## config.mk

```make
export PLATFORM = sky130hd
export DESIGN_NAME = hazard_stall_controller
export DESIGN_NICKNAME = d
export VERILOG_FILES = /design/src/rtl/hazard_stall_controller.sv
export SDC_FILE = /design/constraint.sdc
export NUM_CORES = 1
export LEC_CHECK = 0
export BUFFER_PORTS_ARGS = -buffer_cell sky130_fd_sc_hd__clkbuf_2
export CORE_MARGIN = 2
export CORE_UTILIZATION = 55
export CTS_BUF_LIST = sky130_fd_sc_hd__clkbuf_2
export DETAILED_ROUTE_END_ITERATION = 8
export PLACE_DENSITY = 0.91
export REMOVE_ABC_BUFFERS = 1
export SYNTH_ARGS = -nofsm -noshare
export SYNTH_HDL_FRONTEND = slang
export SYNTH_SLANG_ARGS = --single-unit
```

## constraint.sdc

```tcl
create_clock -name clk -period 4.3 [get_ports clk]
set_input_delay 0.215 -clock clk [delete_from_list [all_inputs] [get_ports clk]]
set_output_delay 0.215 -clock clk [all_outputs]
set_load 0.03 [all_outputs]
```

## src/rtl/hazard_stall_controller.sv

```systemverilog
// Hazard/stall sequencer for the five-stage pipeline: load-use bubble, taken-branch
// flush and counted mult/div freeze, plus a saturating stall-cycle counter.
module hazard_stall_controller #(
    parameter int unsigned MD_LATENCY = 4,
    parameter int unsigned CNT_W      = 4
) (
    input  logic        clk,
    input  logic        reset,
    input  logic        ID_EX_MemRead,
    input  logic [4:0]  ID_EX_RegisterRt,
    input  logic [4:0]  IF_ID_RegisterRs,
    input  logic [4:0]  IF_ID_RegisterRt,
    input  logic        IF_ID_UsesRt,
    input  logic        ID_EX_MultDiv,
    input  logic        EX_BranchTaken,
    output logic        PCWrite,
    output logic        IF_ID_Write,
    output logic        IF_ID_Flush,
    output logic        ID_EX_Write,
    output logic        ID_EX_Bubble,
    output logic        EX_MEM_Bubble,
    output logic        MD_Start,
    output logic        Busy,
    output logic [15:0] StallCycles
);

    localparam int unsigned STALL_W = 16;
    localparam logic [CNT_W-1:0]   MD_CNT_INIT = CNT_W'(MD_LATENCY - 1);
    localparam logic [CNT_W-1:0]   MD_CNT_LAST = CNT_W'(1);
    localparam logic [STALL_W-1:0] STALL_MAX   = '1;

    typedef enum logic {
        ST_RUN     = 1'b0,
        ST_MD_BUSY = 1'b1
    } state_t;

    state_t             r_state;
    logic [CNT_W-1:0]   r_cnt;
    logic               r_md_done;
    logic [STALL_W-1:0] r_stall_cnt;
    logic               w_lu;

    assign w_lu = ID_EX_MemRead && (ID_EX_RegisterRt != 5'd0) &&
                  ((ID_EX_RegisterRt == IF_ID_RegisterRs) ||
                   (IF_ID_UsesRt && (ID_EX_RegisterRt == IF_ID_RegisterRt)));

    // Pipeline controls depend on the current cycle's hazards, so they are combinational.
    always_comb begin
        PCWrite       = 1'b1;
        IF_ID_Write   = 1'b1;
        IF_ID_Flush   = 1'b0;
        ID_EX_Write   = 1'b1;
        ID_EX_Bubble  = 1'b0;
        EX_MEM_Bubble = 1'b0;
        MD_Start      = 1'b0;
        Busy          = 1'b0;
        if (!reset) begin
            if (r_state == ST_MD_BUSY) begin
                PCWrite       = 1'b0;
                IF_ID_Write   = 1'b0;
                ID_EX_Write   = 1'b0;
                EX_MEM_Bubble = 1'b1;
                Busy          = 1'b1;
            end else if (ID_EX_MultDiv && !r_md_done) begin
                MD_Start      = 1'b1;
                PCWrite       = 1'b0;
                IF_ID_Write   = 1'b0;
                ID_EX_Write   = 1'b0;
                EX_MEM_Bubble = 1'b1;
            end else if (EX_BranchTaken) begin
                IF_ID_Flush   = 1'b1;
                ID_EX_Bubble  = 1'b1;
            end else if (w_lu) begin
                PCWrite       = 1'b0;
                IF_ID_Write   = 1'b0;
                ID_EX_Bubble  = 1'b1;
            end
        end
    end

    // md_done lets the finished mult/div leave EX for one RUN cycle without restarting.
    always_ff @(posedge clk) begin
        if (reset) begin
            r_state     <= ST_RUN;
            r_cnt       <= '0;
            r_md_done   <= 1'b0;
            r_stall_cnt <= '0;
        end else begin
            case (r_state)
                ST_RUN: begin
                    r_md_done <= 1'b0;
                    if (MD_Start) begin
                        r_state <= ST_MD_BUSY;
                        r_cnt   <= MD_CNT_INIT;
                    end
                end
                ST_MD_BUSY: begin
                    r_cnt <= r_cnt - MD_CNT_LAST;
                    if (r_cnt == MD_CNT_LAST) begin
                        r_state   <= ST_RUN;
                        r_md_done <= 1'b1;
                    end
                end
                default: r_state <= ST_RUN;
            endcase
            if (!PCWrite && (r_stall_cnt != STALL_MAX))
                r_stall_cnt <= r_stall_cnt + STALL_W'(1);
        end
    end

    assign StallCycles = r_stall_cnt;

endmodule

```

==> results of run 1 <==
metal layers:
layer  vias up  part of all wire, %
met5         -                    0
met4         0                  3.1
met3        12                  5.0
met2        49                   52
met1       632                   40
li1        669                    -
power breakdown:
part	total, W	switching, W	internal, W
clock network	0.000145	0.0000653	0.0000802
logic	0.0000825	0.0000527	0.0000298
registers	0.000220	0.00000857	0.000211
final cells by class:
cell class	count	area (sq um)
Clock inverter	1	30.0
Sequential cell	22	440
Fill cell	179	652
Timing Repair Buffer	44	220
Clock buffer	3	15.0
Tap cell	28	35.0
Multi-Input combinational cell	121	793
Inverter	7	26.3
worst min-delay path: cells and delay by family:
kind,cells,cell delay (ps)
buffers and inverters,1,90
and+or+nand+nor,1,80
AOI/OAI and AO/OA,1,80
final timing paths:
kind | depth (start not counted) | slack, ps | end | from
max | 4 | 2050 | IF_ID_Write | r_state$_SDFF_PP0_
min | 3 | 150 | r_cnt[1]$_SDFFE_PP0P_ | ID_EX_MultDiv
max reg2reg | 6 | 2190 | StallCycles[14]$_SDFFE_PP0P_ | StallCycles[2]$_SDFFE_PP0P_
min reg2reg | 1 | 530 | r_md_done$_SDFFE_PP0P_ | r_md_done$_SDFFE_PP0P_
layout by cell type, fill, tap and decap left out, drive strengths merged, types with 3 or more instances in the layout:
cell type  count
ha             3
o31ai          4
nor2          10
o21ai         10
xor2          10
dfxtp         22
nand2          6
and3           3
or4            6
a21oi         14
nand4          8
nor2b          3
or3            7
inv            7
clkbuf        47
nand3         10
nor3           5
registers in the layout, summed over array words and instances, names as in the netlist:
| signal | flops |
|---|---|
| StallCycles | 16 |
| r_cnt | 4 |
| r_md_done | 1 |
| r_state | 1 |
cells by family after synthesis:
kind of cell / count (synthesis) / share of synthesized area, %
AND/OR/NAND/NOR: 68 / 30.4
flip-flops: 22 / 33.9
buffers and inverters: 14 / 4.92
AO/OA/AOI/OAI: 37 / 18.8
adder cells (fa/ha/maj): 3 / 2.89
XOR/XNOR: 11 / 7.43
multiplexers: 2 / 1.64
per-stage QoR:
stage | area, sq um | setup slack [ps]
final | 1560 | 2050
after global routing | 1560 | 1880
after CTS | 1560 | 2080
after detailed placement | 1520 | 1900
after global placement | 1520 | 1980
after floorplan | 1260 | 2020
==> metrics.txt, run 1 <==
status=finished clean; Vias=1362; Clock transition at path regs=220 ps; max_cap viols=0; clk_lat worst skew=340 ps; share of cells above drive strength 1=25.8%; hpwl dp=2410 um; Final Max Slew Viols=0; crit-path max FO=28; DRC=0; GR Util met3=4.00%; Post-Syn Area=1300 sq um; FP Rows=17; PD cells=287 nW/um^2; root buf cell=clkbuf_2; most common cell in the netlist=dfxtp_1; gr usage total=27.2%; Slew HR=66.8%; final period utilization=52.4%; Core Box Area=2210 sq um; Starting Density=58.7%; Startpoint Class=flip-flop; post-DR vias/cell=6.03; fmax=0.444 GHz; critical path's largest stage delay=460 ps; CP bufs+invs=2; Clock Skews=11.0 ps; synthesized netlist cell count=157; WL final=3310 um; CTS buffer count=3; initial DRC count=31; Synth Flop Type=dfxtp_1; Hold WC Path Type=primary input to flip-flop; Netlist cell types=39; CTS max path bufs=2; #FFs+latches synth=22; # diodes=0; chip height=52.6 um; H-tree levels=1; Die Wd=52.6 um; met2 Usage GRT=48.1%; min cycle time layout=2250 ps; Least-Margin Pin Slew=495 ps; first-pass GRT wire length=5560 um; Top delay family on crit path=compound AO/OA/AOI/OAI gates; vias in the first global route=1290; first drt pass iteration count=4; grt ovf=0; fin cells=226; Fin. Hold Viols=0; Pwr Total=0.000448 W; largest area contributor in the netlist=dfxtp_1; Final Util=70.5%; GRT busiest layer=met2; TritonCTS Sinks=22; final-report setup violation count=0; WS Path Type=flip-flop to output port; routability cong.=0.842; critical path cell sequence=o21ai_1 > o41ai_4 > inv_2 > clkbuf_2; layout overhead on the synthesized area=20.3%; Avg Cell Area, Syn=8.26 sq um; Post-synth EDFFs=0; synth cell count leaders=22 x dfxtp_1, 14 x a21oi_1, 10 x nand3_1, 10 x nor2_1, 10 x xor2_1; # IOs=45; placed cell count=222; Slowest-stage cell, CP=o21ai_1; Arr. time, crit path=2040 ps; Critical Path RT=4090 ps; die area=2760 sq um; CTS Hold Buffers Added=0; initial antenna violation count=0; CTS tree=built; Worst VDD drop=0.000235 V; CP endpoint kind=output port; PostCTS Resize Cnt=0; IO buf count=44; sequential cell area fraction in the yosys report=33.9%; top cell type's share of synthesized area=33.9%; ANT nets after route=0; Async SR Flop Fraction=0%; synth top area cells=dfxtp_1 34%, xor2_1 6.8%, a21oi_1 5.4%, nand3_1 3.9%, nand4_1 3.9%; nets@finish=223; Fin Hold WS=146 ps; DR WL/cell=14.6 um; RSZ-0062 raised after global routing=no; Static Leak=0.657 nW; post-CTS repair timing setup buffer count=0; GRT met1 Usage=30.7%; largest net degree at the start of global routing=29; YS warnings=0; setup TNS=0 ps
No activity file was read; power rests on OpenSTA's default activity.
==> run 2, diff against run 1 <==
- CORE_UTILIZATION: 55 -> 51
- PLACE_DENSITY: 0.91 -> 0.85
- clock period: 4.3 -> 2.3 ns (I/O delays scaled with it)
==> metrics.txt, run 2 (synthesized netlist as in run 1, its figures left out) <==
status=finished clean; PostCTS Resize Cnt=0; min-delay src=ID_EX_MultDiv; gr usage total=23.5%; PD cells=531 nW/um^2; first-pass GRT wire length=5190 um; max_cap viols=0; largest net degree at the start of global routing=20; Fin. Hold Viols=0; max reg flops=16; fmax=0.486 GHz; r2r endpoint=StallCycles[15]$_SDFFE_PP0P_; Hold Path End=r_cnt[1]$_SDFFE_PP0P_; r2r startpoint=StallCycles[2]$_SDFFE_PP0P_; Arr. time, crit path=1940 ps; final-report setup violation count=0; root buf cell=clkbuf_2; Clock transition at path regs=230 ps; Vias=1376; nets@finish=227; Slew HR=67.6%; most frequent cells in the layout=47 x clkbuf_2, 22 x dfxtp_1, 14 x a21oi_1; Static Leak=0.675 nW; critical path's largest stage delay=450 ps; Slowest-stage cell, CP=dfxtp_1; Final Max Slew Viols=0; initial antenna violation count=0; chip height=54.4 um; Starting Density=52.9%; vias in the first global route=1296; CTS max path bufs=2; first drt pass iteration count=4; final period utilization=89.5%; GR Util met3=3.55%; Critical Path RT=2180 ps; IO buf count=44; Die Wd=54.4 um; CTS tree=built; routability cong.=0.830; FP Rows=18; critical path cell sequence=o21ai_1 > o41ai_4 > inv_2 > clkbuf_2; TritonCTS Sinks=22; # diodes=0; met2 Usage GRT=44.8%; flop2flop setup slack=280 ps; H-tree levels=1; GRT busiest layer=met2; WS Path Type=flip-flop to output port; share of cells above drive strength 1=27.2%; DR WL/cell=13.3 um; RSZ-0062 raised after global routing=no; CTS Hold Buffers Added=0; Final Util=64.9%; die area=2960 sq um; Least-Margin Pin Slew=483 ps; Worst VDD drop=0.000433 V; post-CTS repair timing setup buffer count=0; min cycle time layout=2060 ps; post-DR vias/cell=5.93; Cells on Worst Hold Path=3; grt ovf=0; # IOs=45; ANT nets after route=0; DRC=0; initial DRC count=16; Clock Skews=19.0 ps; layout overhead on the synthesized area=22.8%; GRT met1 Usage=26.2%; Hold WC Path Type=primary input to flip-flop; clk_lat worst skew=350 ps; setup TNS=0 ps; Startpoint Class=flip-flop; leading cell type in the layout, fill and taps excluded=clkbuf_2; Reg2Reg Depth=5; crit-path max FO=19; hpwl dp=2400 um; CTS buffer count=3; CP endpoint kind=output port; WL final=3090 um; Core Box Area=2450 sq um
-- run 2: power breakdown --
group / switching, W / total [W] / internal [W]
logic: 0.0000963 / 0.000157 / 0.0000604
registers: 0.0000154 / 0.000410 / 0.000394
clock network: 0.000129 / 0.000278 / 0.000150
-- run 2: critical path: cells and delay by family (launching register included) --
| kind | cells | cell delay, ps |
|---|---|---|
| compound gates | 2 | 620 |
| flops | 1 | 450 |
| buf+inv | 2 | 510 |
-- run 2: how the worst max path moves through the flow --
| stage | from | endpoint | slack (ps) | cells past startpoint |
|---|---|---|---|---|
| global placement | ID_EX_RegisterRt[3] | StallCycles[13]$_SDFFE_PP0P_ | 190 | 9 |
| CTS | StallCycles[2]$_SDFFE_PP0P_ | StallCycles[15]$_SDFFE_PP0P_ | 230 | 6 |
| floorplan | r_state$_SDFF_PP0_ | StallCycles[7]$_SDFFE_PP0P_ | 20 | 5 |
| finish | r_state$_SDFF_PP0_ | PCWrite | 240 | 4 |
| detailed placement | ID_EX_RegisterRt[3] | StallCycles[11]$_SDFFE_PP0P_ | 80 | 9 |
| global route | r_state$_SDFF_PP0_ | IF_ID_Write | 100 | 4 |
-- run 2: final cells by class --
type,count,area (sq um)
fill,222,862
inverter,7,26.3
sequential,22,440
clock inverter,1,30.0
tap,30,37.5
clock buffer,3,15.0
multi-input combinational,121,793
timing repair buffer,48,250
-- run 2: metal layers --
metal | vias up | share of wire, % | wire (um)
li1 | 678 | - | -
met2 | 54 | 52 | 1600
met4 | 0 | 1.3 | 40
met3 | 7 | 6.3 | 195
met5 | - | 0 | 0
met1 | 637 | 41 | 1260
-- run 2: per-stage QoR --
step,std cells,hold slack [ps],worst slack [ps],area [sq um],total power [W]
after floorplan,150,184,17.8,1260,0.000510
after global placement,227,422,190,1540,0.000566
after detailed placement,227,439,83.7,1540,0.000574
after CTS,231,34.0,232,1590,0.000848
after global routing,232,64.0,104,1590,0.000881
final,232,28.1,241,1590,0.000845
